--- config.mk ---
export PLATFORM = sky130hd
export DESIGN_NAME = core_wb_arbiter
export DESIGN_NICKNAME = d
export VERILOG_FILES = /design/src/rtl/core_wb_arbiter_pkg.sv /design/src/rtl/core_wb_fifo.sv /design/src/rtl/core_wb_arbiter.sv
export SDC_FILE = /design/constraint.sdc
export NUM_CORES = 1
export LEC_CHECK = 0
export ABC_AREA = 1
export BUFFER_PORTS_ARGS = -buffer_cell sky130_fd_sc_hd__buf_2
export CAP_MARGIN = 20
export CORE_ASPECT_RATIO = 0.8
export CORE_MARGIN = 3
export CORE_UTILIZATION = 49
export CTS_CLUSTER_DIAMETER = 200
export DETAILED_ROUTE_END_ITERATION = 7
export PLACE_DENSITY = 0.69
export SETUP_SLACK_MARGIN = 0.3
export SLEW_MARGIN = 10
export SYNTH_ARGS = -nofsm -noshare
export SYNTH_HDL_FRONTEND = slang
export SYNTH_SLANG_ARGS = --single-unit
export TNS_END_PERCENT = 10
--- constraint.sdc ---
create_clock -name clk -period 3.65 [get_ports clk]
set_input_delay 0.365 -clock clk [delete_from_list [all_inputs] [get_ports clk]]
set_output_delay 0.365 -clock clk [all_outputs]
set_load 0.01 [all_outputs]
--- src/rtl/core_wb_arbiter_pkg.sv ---
// Shared types for the write-back arbiter: FSM state encoding and grant source.
package core_wb_arbiter_pkg;

  typedef enum logic [0:0] {
    WB_ARB_NORMAL = 1'b0,
    WB_ARB_FORCE  = 1'b1
  } wb_arb_state_e;

  typedef enum logic [1:0] {
    GNT_NONE = 2'd0,
    GNT_EX   = 2'd1,
    GNT_FIFO = 2'd2,
    GNT_LSU  = 2'd3
  } wb_gnt_e;

endpackage

--- src/rtl/core_wb_fifo.sv ---
// Strictly in-order result buffer for LSU write-backs; synchronous active-high reset.
module core_wb_fifo #(
  parameter int W     = 37,
  parameter int DEPTH = 2
) (
  input  logic         clk,
  input  logic         rst,
  input  logic         push,
  input  logic         pop,
  input  logic [W-1:0] din,
  output logic [W-1:0] dout,
  output logic         full,
  output logic         empty
);

  localparam int PW = $clog2(DEPTH);
  localparam logic [PW:0] FULL_CNT = DEPTH[PW:0];

  logic [W-1:0]  mem [DEPTH];
  logic [PW-1:0] rd_ptr;
  logic [PW-1:0] wr_ptr;
  logic [PW:0]   count;
  logic          do_push;
  logic          do_pop;

  assign do_push = push && !full;
  assign do_pop  = pop && !empty;
  assign full    = (count == FULL_CNT);
  assign empty   = (count == '0);
  assign dout    = mem[rd_ptr];

  always_ff @(posedge clk) begin
    if (do_push) mem[wr_ptr] <= din;
  end

  always_ff @(posedge clk) begin
    if (rst) begin
      rd_ptr <= '0;
      wr_ptr <= '0;
      count  <= '0;
    end else begin
      if (do_push) wr_ptr <= wr_ptr + 1'b1;
      if (do_pop)  rd_ptr <= rd_ptr + 1'b1;
      case ({do_push, do_pop})
        2'b10:   count <= count + 1'b1;
        2'b01:   count <= count - 1'b1;
        default: count <= count;
      endcase
    end
  end

endmodule

--- src/rtl/core_wb_arbiter.sv ---
// Register-file write-port arbiter between EX results and buffered LSU loads.
// Optional WB_ARB_STATS_EN adds saturating conflict/force cycle counters.
//
// state  | meaning
// NORMAL | EX has priority, then FIFO head, then LSU fall-through
// FORCE  | one cycle: EX frozen, FIFO head drains
module core_wb_arbiter
  import core_wb_arbiter_pkg::*;
#(
  parameter int ADDR_W     = 5,
  parameter int DATA_W     = 32,
  parameter int FIFO_DEPTH = 2,
  parameter int STARVE_MAX = 4
) (
  input  logic              clk,
  input  logic              rst,
  input  logic              ex_we_in,
  input  logic [ADDR_W-1:0] ex_waddr_in,
  input  logic [DATA_W-1:0] ex_wdata_in,
  input  logic              lsu_valid_in,
  output logic              lsu_ready_out,
  input  logic [ADDR_W-1:0] lsu_waddr_in,
  input  logic [DATA_W-1:0] lsu_wdata_in,
  input  logic              pend_set_in,
  input  logic [ADDR_W-1:0] pend_addr_in,
  input  logic [ADDR_W-1:0] rs1_in,
  input  logic [ADDR_W-1:0] rs2_in,
  output logic              hazard_stall_out,
  output logic              ex_stall_out,
  output logic              we_out,
  output logic [ADDR_W-1:0] waddr_out,
  output logic [DATA_W-1:0] wdata_out
`ifdef WB_ARB_STATS_EN
  ,
  output logic [31:0]       stat_conflict_out,
  output logic [31:0]       stat_force_out
`endif
);

  localparam int SW = $clog2(STARVE_MAX + 1);
  localparam logic [SW-1:0] STARVE_LAST = SW'(STARVE_MAX - 1);

  wb_arb_state_e state_q, state_d;
  wb_gnt_e       gnt;
  logic [SW-1:0] starve_q;
  logic [(2**ADDR_W)-1:0] busy_q;

  logic fifo_push, fifo_pop, fifo_full, fifo_empty;
  logic [ADDR_W+DATA_W-1:0] fifo_dout;
  logic [ADDR_W-1:0] head_addr;
  logic [DATA_W-1:0] head_data;
  logic ex_req, lsu_xfer, lsu_nz, ex_over_fifo;

  assign ex_req        = ex_we_in && (ex_waddr_in != '0);
  assign lsu_nz        = (lsu_waddr_in != '0);
  assign lsu_ready_out = !fifo_full && !rst;
  assign lsu_xfer      = lsu_valid_in && lsu_ready_out;
  assign {head_addr, head_data} = fifo_dout;
  assign ex_over_fifo  = (gnt == GNT_EX) && !fifo_empty;

  core_wb_fifo #(.W(ADDR_W + DATA_W), .DEPTH(FIFO_DEPTH)) u_fifo (
    .clk  (clk),
    .rst  (rst),
    .push (fifo_push),
    .pop  (fifo_pop),
    .din  ({lsu_waddr_in, lsu_wdata_in}),
    .dout (fifo_dout),
    .full (fifo_full),
    .empty(fifo_empty)
  );

  always_ff @(posedge clk) begin
    if (rst) state_q <= WB_ARB_NORMAL;
    else     state_q <= state_d;
  end

  always_comb begin
    state_d = WB_ARB_NORMAL;
    if (state_q == WB_ARB_NORMAL && ex_over_fifo && starve_q == STARVE_LAST)
      state_d = WB_ARB_FORCE;
  end

  // Fall-through only when nothing is buffered, so LSU order is preserved.
  always_comb begin
    gnt          = GNT_NONE;
    ex_stall_out = (state_q == WB_ARB_FORCE);
    if (state_q == WB_ARB_FORCE) gnt = fifo_empty ? GNT_NONE : GNT_FIFO;
    else if (ex_req)             gnt = GNT_EX;
    else if (!fifo_empty)        gnt = GNT_FIFO;
    else if (lsu_xfer && lsu_nz) gnt = GNT_LSU;
    fifo_pop  = (gnt == GNT_FIFO);
    fifo_push = lsu_xfer && lsu_nz && (gnt != GNT_LSU);
  end

  always_ff @(posedge clk) begin
    if (rst)               starve_q <= '0;
    else if (ex_over_fifo) starve_q <= starve_q + 1'b1;
    else                   starve_q <= '0;
  end

  always_ff @(posedge clk) begin
    if (rst) begin
      we_out    <= 1'b0;
      waddr_out <= '0;
      wdata_out <= '0;
    end else begin
      case (gnt)
        GNT_EX: begin
          we_out <= 1'b1; waddr_out <= ex_waddr_in; wdata_out <= ex_wdata_in;
        end
        GNT_FIFO: begin
          we_out <= 1'b1; waddr_out <= head_addr; wdata_out <= head_data;
        end
        GNT_LSU: begin
          we_out <= 1'b1; waddr_out <= lsu_waddr_in; wdata_out <= lsu_wdata_in;
        end
        default: we_out <= 1'b0;
      endcase
    end
  end

  // Later assignment wins: a new load to the same register keeps it pending.
  always_ff @(posedge clk) begin
    if (rst) begin
      busy_q <= '0;
    end else begin
      if (gnt == GNT_FIFO) busy_q[head_addr] <= 1'b0;
      if (gnt == GNT_LSU)  busy_q[lsu_waddr_in] <= 1'b0;
      if (pend_set_in && pend_addr_in != '0) busy_q[pend_addr_in] <= 1'b1;
    end
  end

  assign hazard_stall_out = (rs1_in != '0 && busy_q[rs1_in]) ||
                            (rs2_in != '0 && busy_q[rs2_in]);

  a_ex_not_busy: assert property (@(posedge clk) disable iff (rst)
    (ex_req && state_q == WB_ARB_NORMAL) |-> !busy_q[ex_waddr_in]);

`ifdef WB_ARB_STATS_EN
  always_ff @(posedge clk) begin
    if (rst) begin
      stat_conflict_out <= '0;
      stat_force_out    <= '0;
    end else begin
      if (ex_over_fifo && stat_conflict_out != '1)
        stat_conflict_out <= stat_conflict_out + 1'b1;
      if (state_q == WB_ARB_FORCE && stat_force_out != '1)
        stat_force_out <= stat_force_out + 1'b1;
    end
  end
`endif

endmodule

==> reports/metrics.csv, run 1 <==
stage,metric,value,unit
run_status,outcome,"complete, no violations",
worst_setup_path,Reg2Reg Setup Slack,1.37,ns
cts,Worst-Skew Late Latency,0.43,ns
detailed_routing,wire per inst,15.7,microns
sta,max-slew headroom at the worst pin,33.8,%
cts,post-CTS setup buffer count,0,
cells_and_area,layout cells sized above 1,21.9,%
worst_setup_path,critical path launch point type,flop,
detailed_routing,DRT Pass-1 Iters,5,
worst_setup_path,CP endpoint,u_fifo.count[1],
worst_setup_path,crit path max fanout,7,
yosys,"Seq/Total Area, Yosys",47.4,%
cts,CTS H-Tree Depth,4,
place,IO buf count,134,
floorplanning,Starting Density,50.4,%
yosys,Syn Area/Cell,7.88,sq um
worst_setup_path,CP max stage cell,o21bai_1,
hold_path,Hold Crit Start,lsu_wdata_in[25],
detailed_routing,vias per cell,5.26,
worst_setup_path,Setup crit start,u_fifo.count[0],
yosys,Post-synth EDFFs,74,
floorplanning,Die H,120,microns
hold_path,Worst Hold Class,in2reg,
yosys,Cells after Synth,1014,
detailed_routing,DRC,0,
place,post-place setup slack,1.03,ns
cts,root buf cell,clkbuf_16,
worst_setup_path,worst path bufs/invs,1,
worst_setup_path,Reg2Reg Capture Point,u_fifo.count[1],
sta,Max Slew Vio Count,0,
sta,fmax,439,MHz
place,Routability Congestion,0.896,
global_routing,vias in the first global route,6680,
hold_path,Hold Path Cell Cnt,1,
worst_setup_path,Required @ worst endpoint,4.01,ns
flow_run,max-cap violation count,0,
sta,fin crit share,62.4,%
sta,Tightest Pin Transition,0.986,ns
cts,clock-pin slew on the worst setup and hold paths,0.06,ns
cts,clk sinks,152,
yosys,Mapped Area,7990,sq um
cts,CTS tree,done,
sta,Setup Skew,0.00617,ns
cts,"Hold-fix buffers, CTS",0,
power,worst vdd ir,0.379,mV
worst_setup_path,worst path cell trace,nor2_2 -> nand2_4 -> o21bai_1 -> ha_1 -> inv_1 -> nand2_1 -> nor2_1 -> o21ai_0 -> a21oi_1,
sta,clock period minus worst slack,2.28,ns
power,pwr dens,501,nW/um^2
worst_setup_path,FF-to-FF Start,u_fifo.count[0],
worst_setup_path,Crit path arrival time,2.64,ns
sta,setup repair after global routing missed its margin,false,
place,DP HPWL,14.0,mm
yosys,"top cells by count, synth","nand2_1, nor2_1, inv_1, nand3_1, dfxtp_1",
detailed_routing,total wire length,21.3,mm
yosys,share of the synthesized area in the top cell type,27.8,%
sta,"Hold Vio Cnt, Final",0,
cts,CTS buffer count,17,
yosys,leading post-synthesis cells by cell area,"edfxtp_1, dfxtp_1, nand2_1, nand3_1, nor2_1",
yosys,Yosys cell types,34,
detailed_routing,"antenna viol nets, final",0,
power,overall power,4.64,mW
yosys,Post-synth top flop,dfxtp_1,
detailed_routing,via count,7153,
sta,setup slack after layout,1.37,ns
yosys,"FFs w/ async S/R, synth",0,%
floorplanning,Die Wd,149,microns
global_routing,first-pass GRT wire length,34.3,mm
global_routing,grt total ovfl,0,
worst_setup_path,cell family with most CP delay,compound AO/OA/AOI/OAI gates,
global_routing,antenna violations before repair,1,
power,LEAKAGE,3.80,nW
worst_setup_path,Worst R2R Path Depth,9,
detailed_routing,initial drt markers,810,
floorplanning,CORE AREA,15900,sq um
sta,setup TNS,0,ns
worst_setup_path,Critical Path Sink Type,flop,
yosys,leading area contributor after synthesis,edfxtp_1,
cells_and_area,Final nets,1228,
yosys,Synth Register Bits,152,
yosys,"Net Count, Synth",1111,
floorplanning,Die ar.,17900,sq um
yosys,most common cell in the netlist,nand2_1,
worst_setup_path,CP Class,reg2reg,
cts,post_cts resized,0,
yosys,yosys warns,0,
sta,Final setup viols,0,
floorplanning,Top Ports,135,
floorplanning,Site Rows,41,
cells_and_area,P&R area growth vs syn,15.9,%
worst_setup_path,Max stage delay on crit path,0.53,ns
global_routing,largest net degree at the start of global routing,64,
cts,Max clock buf depth,2,
global_routing,GRT Resource Usage Total,24.3,%
sta,worst hold slack,0.145,ns
worst_setup_path,Critical Path Stages,9,
layout by cell type, fill, tap and decap left out, types with 6 or more instances in the layout:
| cell | instances |
|---|---|
| a21oi_1 | 73 |
| a21oi_2 | 19 |
| buf_2 | 135 |
| buf_4 | 6 |
| clkbuf_1 | 9 |
| clkbuf_16 | 17 |
| dfxtp_1 | 78 |
| edfxtp_1 | 74 |
| inv_1 | 86 |
| nand2_1 | 313 |
| nand3_1 | 85 |
| nand3_2 | 20 |
| nor2_1 | 98 |
| nor3_1 | 9 |
| o211ai_1 | 28 |
| o21ai_0 | 34 |
| or2_2 | 27 |
how the worst min path moves through the flow:
stage | slack (ns) | endpoint
2_1_floorplan | 0.40 | starve_q[0]
3_3_place_gp | 0.41 | starve_q[0]
3_5_place_dp | 0.42 | starve_q[0]
4_1_cts | 0.13 | u_fifo.mem[1][25]
5_1_grt | 0.14 | u_fifo.mem[0][12]
6_report | 0.15 | u_fifo.mem[1][25]
area by class of cell:
class	instances	area, sq um
multi-input cells	729	3580
clock buffers	27	473
well taps	215	269
inverters	90	355
fillers	1417	6590
repair buffers	141	721
flip-flops and latches	152	3780
diodes	1	2.50
clock inverters	5	73.8
cell families after synthesis:
family                   count (synthesis)  share of synthesized area, %
adder cells (fa/ha/maj)                  3                         0.470
buffers and inverters                  133                          8.08
AO/OA/AOI/OAI                          157                          11.7
AND/OR/NAND/NOR                        569                          32.3
flip-flops                             152                          47.4
power by group:
group	total (mW)	switching [mW]	internal (mW)	leakage (nW)
Sequential	1.99	0.0662	1.92	1.31
Clock	1.67	0.654	1.02	0.265
Combinational	0.978	0.677	0.301	2.22
per-layer routing:
layer | global-route usage [%] | share of wire [%] | vias to the layer above | wire length (microns)
li1 | - | - | 3565 | -
met1 | 35.9 | 47 | 3249 | 9910
met2 | 35.6 | 43 | 311 | 9050
met3 | 5.88 | 9.4 | 26 | 1990
met4 | 7.03 | 1.6 | 2 | 332
met5 | 0 | 0.061 | - | 13
sequential cells by signal, summed over array words and instances (netlist names), named ones only:
register and count:
busy_q 31, ex_stall_out 1, starve_q 3, u_fifo.count 2, u_fifo.mem 74, u_fifo.rd_ptr 1
u_fifo.wr_ptr 1, waddr_out 5, wdata_out 32, we_out 1
per-stage QoR:
step	cell area (sq um)	util [%]	cells
floorplan	7990	-	1014
global placement	8700	54.9	1326
detailed placement	8700	54.9	1326
CTS	9250	58.4	1358
global route	9260	58.4	1359
finish	9260	58.4	1360
No activity file was read; power rests on OpenSTA's default activity.
==> run 2: changes to the inputs <==
PLACE_DENSITY = 0.72   (was 0.69)
clock period = 2.01 ns   (was 3.65 ns; I/O delays follow)
==> reports/metrics.csv, run 2 (synthesized netlist as in run 1, its figures left out) <==
stage,metric,value,unit
worst_setup_path,Setup crit start,u_fifo.count[0],
worst_setup_path,CP max stage cell,dfxtp_2,
global_routing,grt total ovfl,0,
detailed_routing,initial drt markers,948,
place,Routability Congestion,0.919,
worst_setup_path,Reg2Reg Capture Point,busy_q[20],
worst_setup_path,Reg2Reg Setup Slack,0.18,ns
power,LEAKAGE,4.23,nW
global_routing,first-pass GRT wire length,34.2,mm
detailed_routing,total wire length,23.2,mm
hold_path,Hold Path Cell Cnt,1,
worst_setup_path,crit path max fanout,5,
floorplanning,CORE AREA,15900,sq um
flow_run,max-cap violation count,0,
cells_and_area,fin area,10300,sq um
cts,clk sinks,152,
global_routing,antenna violations before repair,0,
cells_and_area,largest registers,"u_fifo.mem x74, wdata_out x32, busy_q x31",
floorplanning,Top Ports,135,
sta,fin crit share,90.9,%
cells_and_area,max reg flops,74,
cts,CTS buffer count,17,
worst_setup_path,Max stage delay on crit path,0.35,ns
sta,Tightest Pin Transition,0.654,ns
sta,worst hold slack,0.0152,ns
worst_setup_path,FF-to-FF Start,u_fifo.count[0],
floorplanning,Die H,120,microns
sta,Final setup viols,0,
worst_setup_path,CP Class,reg2reg,
cells_and_area,largest reg by FF count,u_fifo.mem,
detailed_routing,DRC,0,
worst_setup_path,critical path launch point type,flop,
hold_path,Worst Hold Class,in2reg,
floorplanning,Die Wd,149,microns
sta,clock period minus worst slack,1.83,ns
worst_setup_path,cell family with most CP delay,simple AND/OR/NAND/NOR gates,
cells_and_area,layout cells sized above 1,28.6,%
global_routing,vias in the first global route,6730,
place,IO buf count,134,
cells_and_area,most frequent cells in the layout,"nand2_1, buf_2, nor2_1",
power,worst vdd ir,0.644,mV
place,Placed Area,8970,sq um
floorplanning,Starting Density,50.4,%
hold_path,Hold Crit Start,lsu_wdata_in[4],
cts,Worst-Skew Late Latency,0.43,ns
detailed_routing,via count,7591,
cells_and_area,Final nets,1302,
detailed_routing,wire per inst,16.2,microns
detailed_routing,"antenna viol nets, final",0,
floorplanning,Site Rows,41,
power,pwr dens,870,nW/um^2
sta,setup repair after global routing missed its margin,true,
sta,"Hold Vio Cnt, Final",0,
cts,CTS tree,done,
cts,root buf cell,clkbuf_16,
detailed_routing,DRT Pass-1 Iters,6,
floorplanning,Die ar.,17900,sq um
worst_setup_path,Required @ worst endpoint,2.30,ns
worst_setup_path,Crit path arrival time,2.12,ns
sta,fmax,547,MHz
cells_and_area,"most common cell after layout, fill and taps aside",nand2_1,
place,DP HPWL,14.5,mm
detailed_routing,vias per cell,5.30,
sta,Max Slew Vio Count,0,
global_routing,GRT Resource Usage Total,24.1,%
cells_and_area,P&R area growth vs syn,28.8,%
sta,max-slew headroom at the worst pin,56.0,%
run_status,outcome,"complete, no violations",
worst_setup_path,worst path cell trace,buf_4 -> nor2_4 -> buf_6 -> buf_12 -> inv_1 -> nand2_1 -> nor2_1 -> nand2_1 -> nand3_1 -> a21oi_1,
worst_setup_path,Critical Path Sink Type,flop,
cts,CTS H-Tree Depth,4,
global_routing,largest net degree at the start of global routing,61,
cts,Max clock buf depth,2,
worst_setup_path,CP dominant cell by count,nand2_1,
hold_path,Hold EP,u_fifo.mem[0][4],
power,overall power,8.95,mW
cts,clock-pin slew on the worst setup and hold paths,0.06,ns
worst_setup_path,worst path bufs/invs,4,
sta,Setup Skew,0.0130,ns
cells_and_area,diodes inserted,0,
worst_setup_path,Worst R2R Path Depth,10,
==> run 2: cell types whose count changed in the layout (fill, tap and decap cells not counted), sizes merged, moves of 3 or more <==
cell         before  now
dlygate4sd3       0   30
inv              89   93
clkbuf           27   24
buf             141  177
clkinvlp          0    6
==> run 2: cell type report <==
cell class,count,area (sq um)
tap,215,269
inverter,90,370
fill,1338,5570
multi-input combinational,730,3690
sequential,152,3810
timing repair inverter,1,7.51
clock inverter,14,140
clock buffer,18,429
timing repair buffer,213,1560
==> run 2: report_power, final <==
| group | leakage, nW | switching [mW] | total [mW] | internal, mW |
|---|---|---|---|---|
| combinational | 2.64 | 1.39 | 2.23 | 0.837 |
| clock | 0.269 | 1.37 | 3.11 | 1.74 |
| sequential | 1.32 | 0.119 | 3.61 | 3.49 |
| total | 4.23 | 2.88 | 8.95 | 6.07 |
==> run 2: metrics by stage <==
stage | util (%) | TNS (ns) | instances | worst slack (ns)
3_3_place_gp | 56.6 | -5.54 | 1349 | -0.0816
6_report | 64.9 | 0 | 1433 | 0.183
5_1_grt | 64.9 | 0 | 1433 | 0.0397
2_1_floorplan | - | 0 | 1014 | 0.196
4_1_cts | 62.3 | -2.62 | 1411 | -0.0450
3_5_place_dp | 56.6 | -7.36 | 1349 | -0.104
==> run 2: worst max path at each step <==
stage,cells after the start,slack (ns),end
after floorplan,7,0.20,u_fifo.mem[0][0]
after global placement,7,-0.08,u_fifo.mem[1][24]
after detailed placement,7,-0.10,u_fifo.mem[0][24]
after CTS,6,-0.05,u_fifo.mem[0][2]
after global routing,11,0.04,u_fifo.count[1]
final,10,0.18,busy_q[20]
==> run 2: what timing repair did <==
action,4_1_cts,5_1_grt
hold buffers,30,0
resized for setup,20,38
buffers inserted,0,14
endpoints found under the setup margin,138,115
pin swaps,16,10
endpoints found under the hold margin,60,0
cloned,0,6
==> run 2: worst reg2reg max path: stages (launching register included) <==
cell and delay, ns:
dfxtp_2 0.35, buf_4 0.14, nor2_4 0.06, buf_6 0.13, buf_12 0.12, inv_1 0.07
nand2_1 0.16, nor2_1 0.34, nand2_1 0.14, nand3_1 0.12, a21oi_1 0.06
==> run 2: metal layers <==
layer / wire length (microns) / up-vias / GRT usage (%)
met5: 0 / - / 0
met4: 444 / 0 / 6.17
met3: 2340 / 46 / 5.77
met2: 10100 / 361 / 35.7
met1: 10300 / 3467 / 35.6
li1: - / 3717 / -
==> run 3: changes to the inputs <==
CORE_UTILIZATION = 25   (was 49)
PLACE_DENSITY = 0.41   (was 0.72)
==> reports/metrics.csv, run 3 (synthesized netlist as in run 1, its figures left out) <==
stage,metric,value,unit
cts,Worst-Skew Late Latency,0.43,ns
sta,max-slew headroom at the worst pin,60.7,%
cts,root buf cell,clkbuf_16,
global_routing,grt total ovfl,0,
global_routing,GRT Resource Usage Total,15.1,%
place,DP HPWL,17.6,mm
sta,fin crit share,85.3,%
detailed_routing,initial drt markers,617,
global_routing,largest net degree at the start of global routing,38,
global_routing,antenna violations before repair,3,
cells_and_area,largest registers,"u_fifo.mem x74, wdata_out x32, busy_q x31",
worst_setup_path,crit path max fanout,2,
cts,Max clock buf depth,2,
detailed_routing,vias per cell,4.51,
floorplanning,Site Rows,57,
place,IO buf count,134,
global_routing,first-pass GRT wire length,40.0,mm
cells_and_area,largest reg by FF count,u_fifo.mem,
detailed_routing,"antenna viol nets, final",0,
cts,clock-pin slew on the worst setup and hold paths,0.07,ns
floorplanning,Top Ports,135,
sta,setup repair after global routing missed its margin,true,
cells_and_area,most frequent cells in the layout,"nand2_1, buf_2, nor2_1",
worst_setup_path,Worst R2R Path Depth,8,
cts,CTS tree,done,
detailed_routing,total wire length,26.1,mm
detailed_routing,via count,7285,
cells_and_area,P&R area growth vs syn,30.9,%
sta,Max Slew Vio Count,0,
power,worst vdd ir,0.532,mV
cells_and_area,# fillers,3261,
power,LEAKAGE,4.20,nW
detailed_routing,wire per inst,16.1,microns
run_status,outcome,"complete, no violations",
sta,clock period minus worst slack,1.71,ns
floorplanning,Die Wd,206,microns
hold_path,Worst Hold Class,in2reg,
global_routing,vias in the first global route,7047,
cts,CTS H-Tree Depth,4,
worst_setup_path,Critical Path Sink Type,primary output,
cells_and_area,max reg flops,74,
worst_setup_path,Crit path arrival time,1.51,ns
place,post-place setup slack,0.196,ns
detailed_routing,DRC,0,
sta,Final setup viols,0,
worst_setup_path,CP Class,reg2out,
cells_and_area,Final nets,1287,
sta,Setup Skew,0.0122,ns
cts,CTS buffer count,17,
cells_and_area,"most common cell after layout, fill and taps aside",nand2_1,
flow_run,max-cap violation count,0,
floorplanning,Die H,166,microns
floorplanning,CORE AREA,30900,sq um
floorplanning,Die ar.,34100,sq um
worst_setup_path,critical path launch point type,flop,
worst_setup_path,Required @ worst endpoint,1.81,ns
cells_and_area,layout cells sized above 1,27.5,%
sta,fmax,583,MHz
floorplanning,Starting Density,25.9,%
detailed_routing,DRT Pass-1 Iters,5,
sta,setup slack after layout,0.296,ns
sta,Tightest Pin Transition,0.585,ns
sta,setup TNS,0,ns
place,Routability Congestion,0.813,
sta,"Hold Vio Cnt, Final",0,
hold_path,Hold Path Cell Cnt,3,
power,pwr dens,875,nW/um^2
cts,clk sinks,152,
run 3: cell count changes in the layout (fill, tap and decap cells not counted), moves of 3 or more:
cell,before,now
bufinv_16,1,4
clkinvlp_4,6,1
inv_6,5,1
dfxtp_1,54,51
nand2_1,304,308
dfxtp_4,0,5
buf_4,31,18
nand2_2,9,4
nand3_2,23,27
o21ai_1,4,7
nand3_1,82,78
run 3: worst max-delay path, cell delays in order (launching register included):
cell      delay (ns)
dfxtp_2         0.33
inv_1           0.06
o211ai_1        0.18
nand3_1         0.14
nand3_1         0.11
nand3_1         0.07
nand3_1         0.06
buf_2           0.13
run 3: per-layer routing:
metal	GRT usage, %	vias up	part of all wire (%)
met5	0	-	0.10
met1	23.0	3407	52
met2	21.4	169	42
met4	3.95	4	1.3
li1	-	3683	-
met3	3.10	22	4.4
run 3: power breakdown:
| group | total (mW) | internal [mW] | switching, mW |
|---|---|---|---|
| Sequential | 3.61 | 3.49 | 0.121 |
| Combinational | 2.11 | 0.759 | 1.35 |
| Clock | 3.42 | 2.08 | 1.34 |
run 3: final cells by class:
| cell class | instances | area (sq um) | area share, % |
|---|---|---|---|
| inverter | 90 | 360 | 3.45 |
| multi-input combinational | 729 | 3700 | 35.4 |
| tap | 413 | 517 | 4.94 |
| clock buffer | 20 | 437 | 4.18 |
| timing repair buffer | 200 | 1440 | 13.8 |
| antenna | 1 | 2.50 | 0.0239 |
| clock inverter | 12 | 174 | 1.66 |
| sequential | 152 | 3830 | 36.6 |
run 3: what timing repair did:
item,4_1_cts,5_1_grt
hold buffers,32,0
pin swaps,0,14
resized for setup,10,53
setup buffers,0,5
cloned,0,5
hold endpoints to repair,64,0
setup endpoints to repair,108,134
run 3: path summary, 6_finish.rpt:
path              slack (ns)       startpoint           endpoint
hold reg to reg         0.43      starve_q[0]        starve_q[0]
hold / removal          0.03   ex_waddr_in[4]       waddr_out[4]
setup / recovery        0.30       busy_q[16]   hazard_stall_out
setup reg to reg        0.30  u_fifo.count[1]  u_fifo.mem[1][25]
run 3: metrics by stage:
step | total power, mW | cell area, sq um | std cells | hold WS (ns) | utilization (%)
4_1_cts | 9.18 | 10200 | 1606 | 0.000477 | 33.0
3_5_place_dp | 5.65 | 9230 | 1542 | 0.409 | 29.9
5_1_grt | 9.64 | 10500 | 1617 | 0.0181 | 33.9
2_1_floorplan | 4.92 | 8050 | 1014 | 0.300 | -
6_report | 9.14 | 10500 | 1617 | 0.0280 | 33.9
3_3_place_gp | 5.66 | 9230 | 1542 | 0.409 | 29.9
